$ cat src/rtl/codelock_pkg.sv
// Shared types and constants for the code-lock controller.
// Optional auto-relock is enabled by CODELOCK_AUTO_RELOCK_EN.
package codelock_pkg;

    localparam int DEF_DW     = 4;
    localparam int DEF_DIGITS = 4;
    localparam int BCD_MAX    = 9;

    typedef enum logic [2:0] {
        ST_LOCKED  = 3'd0,
        ST_CHECK   = 3'd1,
        ST_OPEN    = 3'd2,
        ST_SETCODE = 3'd3,
        ST_LOCKOUT = 3'd4
    } state_e;

    // First digit of the list lands in the most significant nibble.
    function automatic logic [DEF_DIGITS*DEF_DW-1:0] pack_code(
        input logic [DEF_DW-1:0] d [DEF_DIGITS]
    );
        logic [DEF_DIGITS*DEF_DW-1:0] w;
        w = '0;
        for (int i = 0; i < DEF_DIGITS; i++) begin
            w = {w[DEF_DIGITS*DEF_DW-DEF_DW-1:0], d[i]};
        end
        return w;
    endfunction

endpackage

$ cat src/rtl/codelock_timer.sv
// Loadable down-counter shared by lockout and auto-relock
// (auto-relock only with CODELOCK_AUTO_RELOCK_EN).
module codelock_timer
#(
    parameter int TW = 8
) (
    input  logic          clk,
    input  logic          rst,
    input  logic          load_i,
    input  logic          en_i,
    input  logic [TW-1:0] load_val_i,
    output logic          zero_o
);

    logic [TW-1:0] cnt_q;
    logic [TW-1:0] cnt_d;

    always_comb begin
        cnt_d = cnt_q;
        if (load_i) begin
            cnt_d = load_val_i;
        end else if (en_i && (cnt_q != '0)) begin
            cnt_d = cnt_q - 1'b1;
        end
    end

    always_ff @(posedge clk or negedge rst) begin
        if (!rst) begin
            cnt_q <= '0;
        end else begin
            cnt_q <= cnt_d;
        end
    end

    assign zero_o = (cnt_q == '0);

endmodule

$ cat src/rtl/codelock_ctrl.sv
// Code-lock sequencer: digit entry, check, lockout and code change.
// Define CODELOCK_AUTO_RELOCK_EN to relock OPEN after RELOCK_CYC idle cycles.
module codelock_ctrl
    import codelock_pkg::*;
#(
    parameter int DIGITS     = DEF_DIGITS,
    parameter int DW         = DEF_DW,
    parameter int MAX_TRIES  = 3,
    parameter int LOCK_CYC   = 24_000_000,
    parameter int RELOCK_CYC = 48_000_000,
    parameter logic [DIGITS*DW-1:0] DEFAULT_CODE = 16'h1234
) (
    input  logic                         clk,
    input  logic                         rst,
    input  logic                         digit_pulse,
    input  logic [DW-1:0]                digit_val,
    input  logic                         enter_pulse,
    input  logic                         clear_pulse,
    input  logic                         set_pulse,
    output logic                         unlocked,
    output logic                         alarm,
    output logic [1:0]                   err_cnt,
    output logic [$clog2(DIGITS+1)-1:0]  entry_cnt,
    output logic [2:0]                   state,
    output logic [DIGITS*DW-1:0]         disp_code
);

    localparam int CW   = $clog2(DIGITS+1);
    localparam int BW   = DIGITS*DW;
    localparam int MAXC = (LOCK_CYC > RELOCK_CYC) ? LOCK_CYC : RELOCK_CYC;
    localparam int TW   = (MAXC > 2) ? $clog2(MAXC) : 1;

    localparam logic [TW-1:0] LOCK_LD = TW'(LOCK_CYC - 1);
    localparam logic [CW-1:0] FULL    = CW'(DIGITS);
    localparam logic [1:0]    TRIES   = 2'(MAX_TRIES);

    state_e          state_q, state_d;
    logic [BW-1:0]   buf_q, buf_d;
    logic [BW-1:0]   code_q, code_d;
    logic [CW-1:0]   cnt_q, cnt_d;
    logic [1:0]      err_q, err_d;
    logic            unl_q, alm_q;

    logic            t_load, t_en, t_zero;
    logic [TW-1:0]   t_val;

    logic            clr, ent, setp, dig;
    logic            dig_ok, dig_acc, match;

    // One winner per cycle: clear > enter > set > digit.
    assign clr  = clear_pulse;
    assign ent  = enter_pulse & ~clear_pulse;
    assign setp = set_pulse & ~clear_pulse & ~enter_pulse;
    assign dig  = digit_pulse & ~clear_pulse & ~enter_pulse & ~set_pulse;

    assign dig_ok  = 32'(digit_val) <= 32'(BCD_MAX);
    assign dig_acc = dig && dig_ok && (cnt_q != FULL);
    assign match   = (cnt_q == FULL) && (buf_q == code_q);

`ifdef CODELOCK_AUTO_RELOCK_EN
    localparam logic [TW-1:0] RELK_LD = TW'(RELOCK_CYC - 1);
    logic any_key;
    assign any_key = digit_pulse | enter_pulse | clear_pulse | set_pulse;
`endif

    always_comb begin
        state_d = state_q;
        buf_d   = buf_q;
        code_d  = code_q;
        cnt_d   = cnt_q;
        err_d   = err_q;
        t_load  = 1'b0;
        t_en    = 1'b0;
        t_val   = LOCK_LD;

        unique case (state_q)
            ST_LOCKED: begin
                if (clr) begin
                    buf_d = '0;
                    cnt_d = '0;
                end else if (ent) begin
                    state_d = ST_CHECK;
                end else if (dig_acc) begin
                    buf_d = {buf_q[BW-DW-1:0], digit_val};
                    cnt_d = cnt_q + 1'b1;
                end
            end

            ST_CHECK: begin
                buf_d = '0;
                cnt_d = '0;
                if (match) begin
                    state_d = ST_OPEN;
                    err_d   = '0;
`ifdef CODELOCK_AUTO_RELOCK_EN
                    t_load  = 1'b1;
                    t_val   = RELK_LD;
`endif
                end else begin
                    err_d = err_q + 2'd1;
                    if (err_d == TRIES) begin
                        state_d = ST_LOCKOUT;
                        t_load  = 1'b1;
                        t_val   = LOCK_LD;
                    end else begin
                        state_d = ST_LOCKED;
                    end
                end
            end

            ST_OPEN: begin
                if (clr) begin
                    buf_d = '0;
                    cnt_d = '0;
                end else if (ent) begin
                    state_d = ST_LOCKED;
                end else if (setp) begin
                    state_d = ST_SETCODE;
                    buf_d   = '0;
                    cnt_d   = '0;
                end
`ifdef CODELOCK_AUTO_RELOCK_EN
                // Any key restarts the idle window, even a dropped one.
                if (any_key) begin
                    t_load = 1'b1;
                    t_val  = RELK_LD;
                end else if (t_zero) begin
                    state_d = ST_LOCKED;
                end else begin
                    t_en = 1'b1;
                end
`endif
            end

            ST_SETCODE: begin
                if (clr) begin
                    state_d = ST_OPEN;
                    buf_d   = '0;
                    cnt_d   = '0;
`ifdef CODELOCK_AUTO_RELOCK_EN
                    t_load  = 1'b1;
                    t_val   = RELK_LD;
`endif
                end else if (ent) begin
                    if (cnt_q == FULL) begin
                        state_d = ST_OPEN;
                        code_d  = buf_q;
                        buf_d   = '0;
                        cnt_d   = '0;
`ifdef CODELOCK_AUTO_RELOCK_EN
                        t_load  = 1'b1;
                        t_val   = RELK_LD;
`endif
                    end
                end else if (dig_acc) begin
                    buf_d = {buf_q[BW-DW-1:0], digit_val};
                    cnt_d = cnt_q + 1'b1;
                end
            end

            ST_LOCKOUT: begin
                if (t_zero) begin
                    state_d = ST_LOCKED;
                    err_d   = '0;
                end else begin
                    t_en = 1'b1;
                end
            end

            default: begin
                state_d = ST_LOCKED;
            end
        endcase
    end

    always_ff @(posedge clk or negedge rst) begin
        if (!rst) begin
            state_q <= ST_LOCKED;
            buf_q   <= '0;
            code_q  <= DEFAULT_CODE;
            cnt_q   <= '0;
            err_q   <= '0;
            unl_q   <= 1'b0;
            alm_q   <= 1'b0;
        end else begin
            state_q <= state_d;
            buf_q   <= buf_d;
            code_q  <= code_d;
            cnt_q   <= cnt_d;
            err_q   <= err_d;
            unl_q   <= (state_d == ST_OPEN) || (state_d == ST_SETCODE);
            alm_q   <= (state_d == ST_LOCKOUT);
        end
    end

    codelock_timer #(
        .TW(TW)
    ) u_timer (
        .clk        (clk),
        .rst        (rst),
        .load_i     (t_load),
        .en_i       (t_en),
        .load_val_i (t_val),
        .zero_o     (t_zero)
    );

    assign unlocked  = unl_q;
    assign alarm     = alm_q;
    assign err_cnt   = err_q;
    assign entry_cnt = cnt_q;
    assign state     = state_q;
    assign disp_code = buf_q;

endmodule

$ cat config.mk
export PLATFORM = sky130hd
export DESIGN_NAME = codelock_ctrl
export DESIGN_NICKNAME = d
export VERILOG_FILES = /design/src/rtl/codelock_pkg.sv /design/src/rtl/codelock_timer.sv /design/src/rtl/codelock_ctrl.sv
export SDC_FILE = /design/constraint.sdc
export NUM_CORES = 1
export LEC_CHECK = 0
export CORE_MARGIN = 2
export CORE_UTILIZATION = 47
export CTS_BUF_LIST = sky130_fd_sc_hd__clkbuf_2 sky130_fd_sc_hd__clkbuf_4 sky130_fd_sc_hd__clkbuf_8
export DETAILED_ROUTE_END_ITERATION = 10
export HOLD_SLACK_MARGIN = 0.1
export PLACE_DENSITY_LB_ADDON = 0.15
export SLEW_MARGIN = 10
export SYNTH_ARGS = -nofsm -noshare
export SYNTH_HDL_FRONTEND = slang
export SYNTH_SLANG_ARGS = --single-unit
$ cat constraint.sdc
create_clock -name clk -period 1.9 [get_ports clk]
set_input_delay 0.38 -clock clk [delete_from_list [all_inputs] [get_ports clk]]
set_output_delay 0.38 -clock clk [all_outputs]
set_load 0.02 [all_outputs]
Yosys cells after proc, flatten, opt, wreduce, memory -nomap -nowiden
Cells that the tools add are included.
- memory bits (read-only): 0
- register bits: 68
- memories kept: 0
- latch bits: 0
- RAM bits: 0
- logic and storage cells: 93
- output and inout bits: 26
- bits of input ports: 10
- $lt $le $gt $ge: 1
- reductions and logical operators: 14
- add/subtract/negate cells: 3
- divide/modulo/power cells: 0
- equality and inequality tests: 16
- multiplexer cells: 42
- shift-type cells: 0
- multiply operators: 0
- bitwise logic cells: 9
- operators with widths (cell ; number):
    2-to-1 mux 16 bit ; 9
    one-hot mux 16 bit (4 select lines) ; 1
    2-to-1 mux 3 bit ; 20
    2-to-1 mux 26 bit ; 2
    logical NOT 26 bit ; 1
    nonzero test 26 bit ; 1
    subtractor 26 x 1 -> 26 bit, second input constant ; 1
    == test 16 bit ; 1
    one-hot mux 3 bit (5 select lines) ; 1
    == test 3 x 2 -> 1 bit, second input constant ; 4
    inequality test 3 bit, second input constant ; 4
    one-hot mux 3 bit (4 select lines) ; 1
    == test 3 bit, second input constant ; 3
    bitwise AND 1 bit ; 6
    2-to-1 mux 1 bit ; 5
    AND reduction 5 bit ; 1
    <= comparator 4 bit, second input constant ; 1
    logical AND 1 bit ; 4
    2-to-1 mux 2 bit ; 2
    inequality test 4 bit, second input constant ; 1
    one-hot mux 2 bit (2 select lines) ; 1
    AND reduction 4 bit ; 1
    nonzero test 2 bit ; 2
    nonzero test 4 bit ; 1
    other kinds (9) ; 11

Depth between registers and ports, before layout
- depth after elaboration: 10
- mapped depth: 9

Hierarchy
A second synthesis with hierarchy kept.
- cells, all modules: 358
- area total of the unflattened synthesis: 3798.6 sq um
- by module, submodules not included (module ; times used ; cells an instance ; area an instance (sq um)):
    codelock_ctrl ; 1 ; 185 ; 2072.0
    codelock_timer ; 1 ; 173 ; 1726.7

Worst setup path after synthesis
No wires, ideal clock.
- path type: reg-to-reg
- start point: reg u_timer.cnt_q[0]
- end point: reg err_q[1] (netlist: err_cnt[1])
- path buffers: 0
- setup slack: -0.110 ns
- clock period less this slack: 2.010 ns
- cell stages (with the launch flop): 8
- library setup time: 0.127 ns
- arrival time: 1.883 ns
- path through: dfrtp_1 -> inv_1 -> ha_1 -> nor4b_1 -> nand4b_1 -> or4b_1 -> a21oi_2 -> o22ai_1
- word-level cells in the longest chain between the ends: 3
- ends and longest elaborated chain (what ; line ; source):
    from (decl) ; codelock_timer.sv:15 ; logic [TW-1:0] cnt_q;
    from (signal assigned) ; codelock_timer.sv:31 ; cnt_q <= cnt_d;
    logical NOT 26 bit ; codelock_timer.sv:35 ; assign zero_o = (cnt_q == '0);
    inequality test 2 bit (no line) ; - ;
    AND reduction 2 bit (no line) ; - ;
    to (signal assigned) ; codelock_ctrl.sv:190 ; err_q <= err_d;
    to (decl) ; codelock_ctrl.sv:41 ; logic [1:0] err_q, err_d;
Every way passes these cells.
A chain may end at the register's enable or synchronous reset.

Final worst setup path
- start point: reg u_timer.cnt_q[9]
- end point: reg u_timer.cnt_q[23]
- word-level cells in the longest chain between the ends: 5
- ends and longest elaborated chain (what):
    branches (longest 5 deep; another with subtractor 26 x 1 -> 26 bit)
Parallel ways; which one is timed is not known. The select of a mux whose other input is x is not followed.

==> metrics <==
num ports 36; antenna viol nets, final 0; synth unique cells 51; top post-synthesis cells by count dfrtp_1, xor2_1, nand2_1; H-tree depth 3; Via density 5.358; Syn Nets 320; clock root cell clkbuf_8; Clock Power Share 0.281; status finished, violations left; Hold Path Class reg2reg; IO Port Bufs 35; leading area contributor after synthesis dfrtp_1; Internal 3.570 mW; routability congestion estimate 0.7950; Max Freq 492.8 MHz; WP data required 2.17 ns; post-synthesis mux area share 0.05872; post-synthesis xor/xnor area fraction 0.08220; HPWL after DPL 5220 um; Reg area 1712 um^2; post-synthesis simple-gate area fraction 0.1846; wire per inst 15.80 um; clock buffer count from CTS 9; First-pass DRT Iterations 4; RSZ-0062 raised after global routing true; Yosys top cell area share 0.4624; Mapped Cells 305; switch share 0.3202; TritonCTS clock tree yes; compound-gate portion of the synthesized area 0.1255; fraction of layout cells with a size suffix above 1 0.3660; DRC 0; Total Nets Final 439; clk slew on worst S/H paths 0.08 ns; maximum VDD drop 0.5342 mV; Flop pwr share 0.378; static leakage power 2.362 nW; number of global-route vias before repair 2752; initial antenna violation count 0; Crit path arrival time 2.30 ns; fin cells 528; Slew Limit Fails 0; P_sw 1.681 mW; clk_skew 0.01747 ns; Routed WL 8344 um; top post-synthesis cells by area dfrtp_1, xor2_1, mux2_2; Seq cells post-synth 68; Synth Cell Area 3410 um^2; clk_lat worst skew 0.35 ns; Max Cap Viol 0; GRT overflow 0; first-pass GRT wire length 12830 um; sequential-to-total area share from yosys stat 0.5009; GRT Resource Usage Total 0.2101; Post-synth EDFFs 0; Crit Path Class reg2reg; final setup margin -0.1294 ns; area share of fa/ha/maj cells after synthesis 0.01835; Synth async-reset ratio 1.000; Core Region 7137 um^2; die area 7951 um^2; Top FF cell, synth dfrtp_1; Worst setup SP type register; final period utilization 1.068; crit-path max FO 4; Die X 89.17 um; minimum clock period 2.029 ns; setup_tns -0.7626 ns; DR vias 2829; Comb pwr share 0.341; area delta synth->final 45.65%; Row Count 31; count of final setup violators 14; # fillers 544; Worst Setup End Kind register; Synth Warn # 0; failing checks setup timing; Final Hold Viols 0; Chip Height 89.17 um; largest net degree at the start of global routing 69; footprint of the multi-input gates 1752 um^2; Slew @ Worst Pin 0.3839 ns; Post-Place Cells 499; syn avg cell area 11.18 um^2; clock sinks 68; relative slew slack 0.7440; most frequent cell after synthesis dfrtp_1; FF-to-FF setup slack -0.13 ns; initial core utilization 0.4777; Pwr per Cell Area 1057 nW/um^2; largest family of logic cells by synthesized area simple AND/OR/NAND/NOR gates; CTS Buffer Depth 2; number of diodes 0; drt first-iter violations 157
==> placed cells by master, fill, tap and decap left out, types with 8 or more instances in the layout <==
cell type	netlist	layout
clkbuf_8	0	9
o211ai_1	8	8
nor2_1	12	12
nand2_1	18	18
inv_1	10	8
a22o_1	16	16
buf_6	1	11
xor2_1	25	25
clkdlybuf4s50_1	0	28
mux2_2	16	16
dfrtp_1	63	60
buf_4	1	68
==> stage by stage <==
stage / power, mW / instance area (um^2) / hold WS (ns) / utilization / worst slack [ns]
after floorplan: 2.756 / 3435 / 0.08441 / - / -0.02712
after global placement: 3.522 / 4439 / 0.4312 / 0.6220 / -0.1496
after detailed placement: 3.561 / 4439 / 0.4310 / 0.6220 / -0.1634
after CTS: 5.138 / 4806 / 0.5143 / 0.6734 / -0.09660
after global routing: 5.555 / 4966 / 0.5289 / 0.6958 / -0.2009
final: 5.251 / 4966 / 0.5135 / 0.6958 / -0.1294
==> power groups by stage <==
stage          clock network (mW)  registers, mW  logic [mW]
2_1_floorplan                   0           2.06       0.696
3_3_place_gp                    0           1.97        1.55
3_5_place_dp                    0           1.98        1.58
4_1_cts                      1.50           1.96        1.67
5_1_grt                      1.56           2.02        1.97
6_report                     1.48           1.98        1.79
==> layer usage <==
layer	vias up	track usage	wire length, um
li1	1354	-	-
met1	1412	0.2989	4075
met2	51	0.3232	3931
met3	12	0.03970	245
met4	0	0.07191	92
met5	-	0	0
==> logic make-up after synthesis <==
group,count (synthesis)
multiplexers,18
AND/OR/NAND/NOR,103
AO/OA/AOI/OAI,57
adder cells (fa/ha/maj),5
flip-flops,68
buffers and inverters,22
XOR/XNOR,32
==> state kept, by name (all words and copies together), names as in the netlist <==
name,cells
entry_cnt,3
unlocked,1
alarm,1
err_cnt,2
u_timer.cnt_q,26
state,3
code_q,16
disp_code,16
==> worst max-delay path, stage by stage (launching register included) <==
cell	delay, ns
dfrtp_1	0.41
or4_4	0.58
nor2_4	0.12
o211ai_4	0.10
buf_6	0.15
or4_1	0.48
a21boi_2	0.13
==> area by class of cell <==
type	count	share of cell area
flip-flops and latches	68	0.3447
inverters	10	0.007559
clock inverters	6	0.02268
multi-input cells	215	0.3527
repair buffers	120	0.2210
well taps	99	0.02494
clock buffers	10	0.02646
==> repair_timing <==
action / CTS / global route
hold endpoints to repair: 63 / 0
resized for setup: 20 / 26
gates cloned: 0 / 0
endpoints found under the setup margin: 21 / 36
hold buffers: 1 / 0
buffers inserted: 5 / 10
pin swaps: 13 / 16
==> worst paths after layout <==
check / from / end / cells after the start
max: u_timer.cnt_q[9]$_DFFE_PN0P_ / u_timer.cnt_q[23]$_DFFE_PN0P_ / 6
min: err_cnt[0]$_DFFE_PN0P_ / err_cnt[0]$_DFFE_PN0P_ / 1
max reg2reg: u_timer.cnt_q[9]$_DFFE_PN0P_ / u_timer.cnt_q[23]$_DFFE_PN0P_ / 6
min reg2reg: err_cnt[0]$_DFFE_PN0P_ / err_cnt[0]$_DFFE_PN0P_ / 1
max in group asynchronous: rst / code_q[12]$_DFFE_PN1P_ / 3
min in group asynchronous: rst / u_timer.cnt_q[4]$_DFFE_PN0P_ / 3
Note: power is estimated with default switching activity, not from simulation.
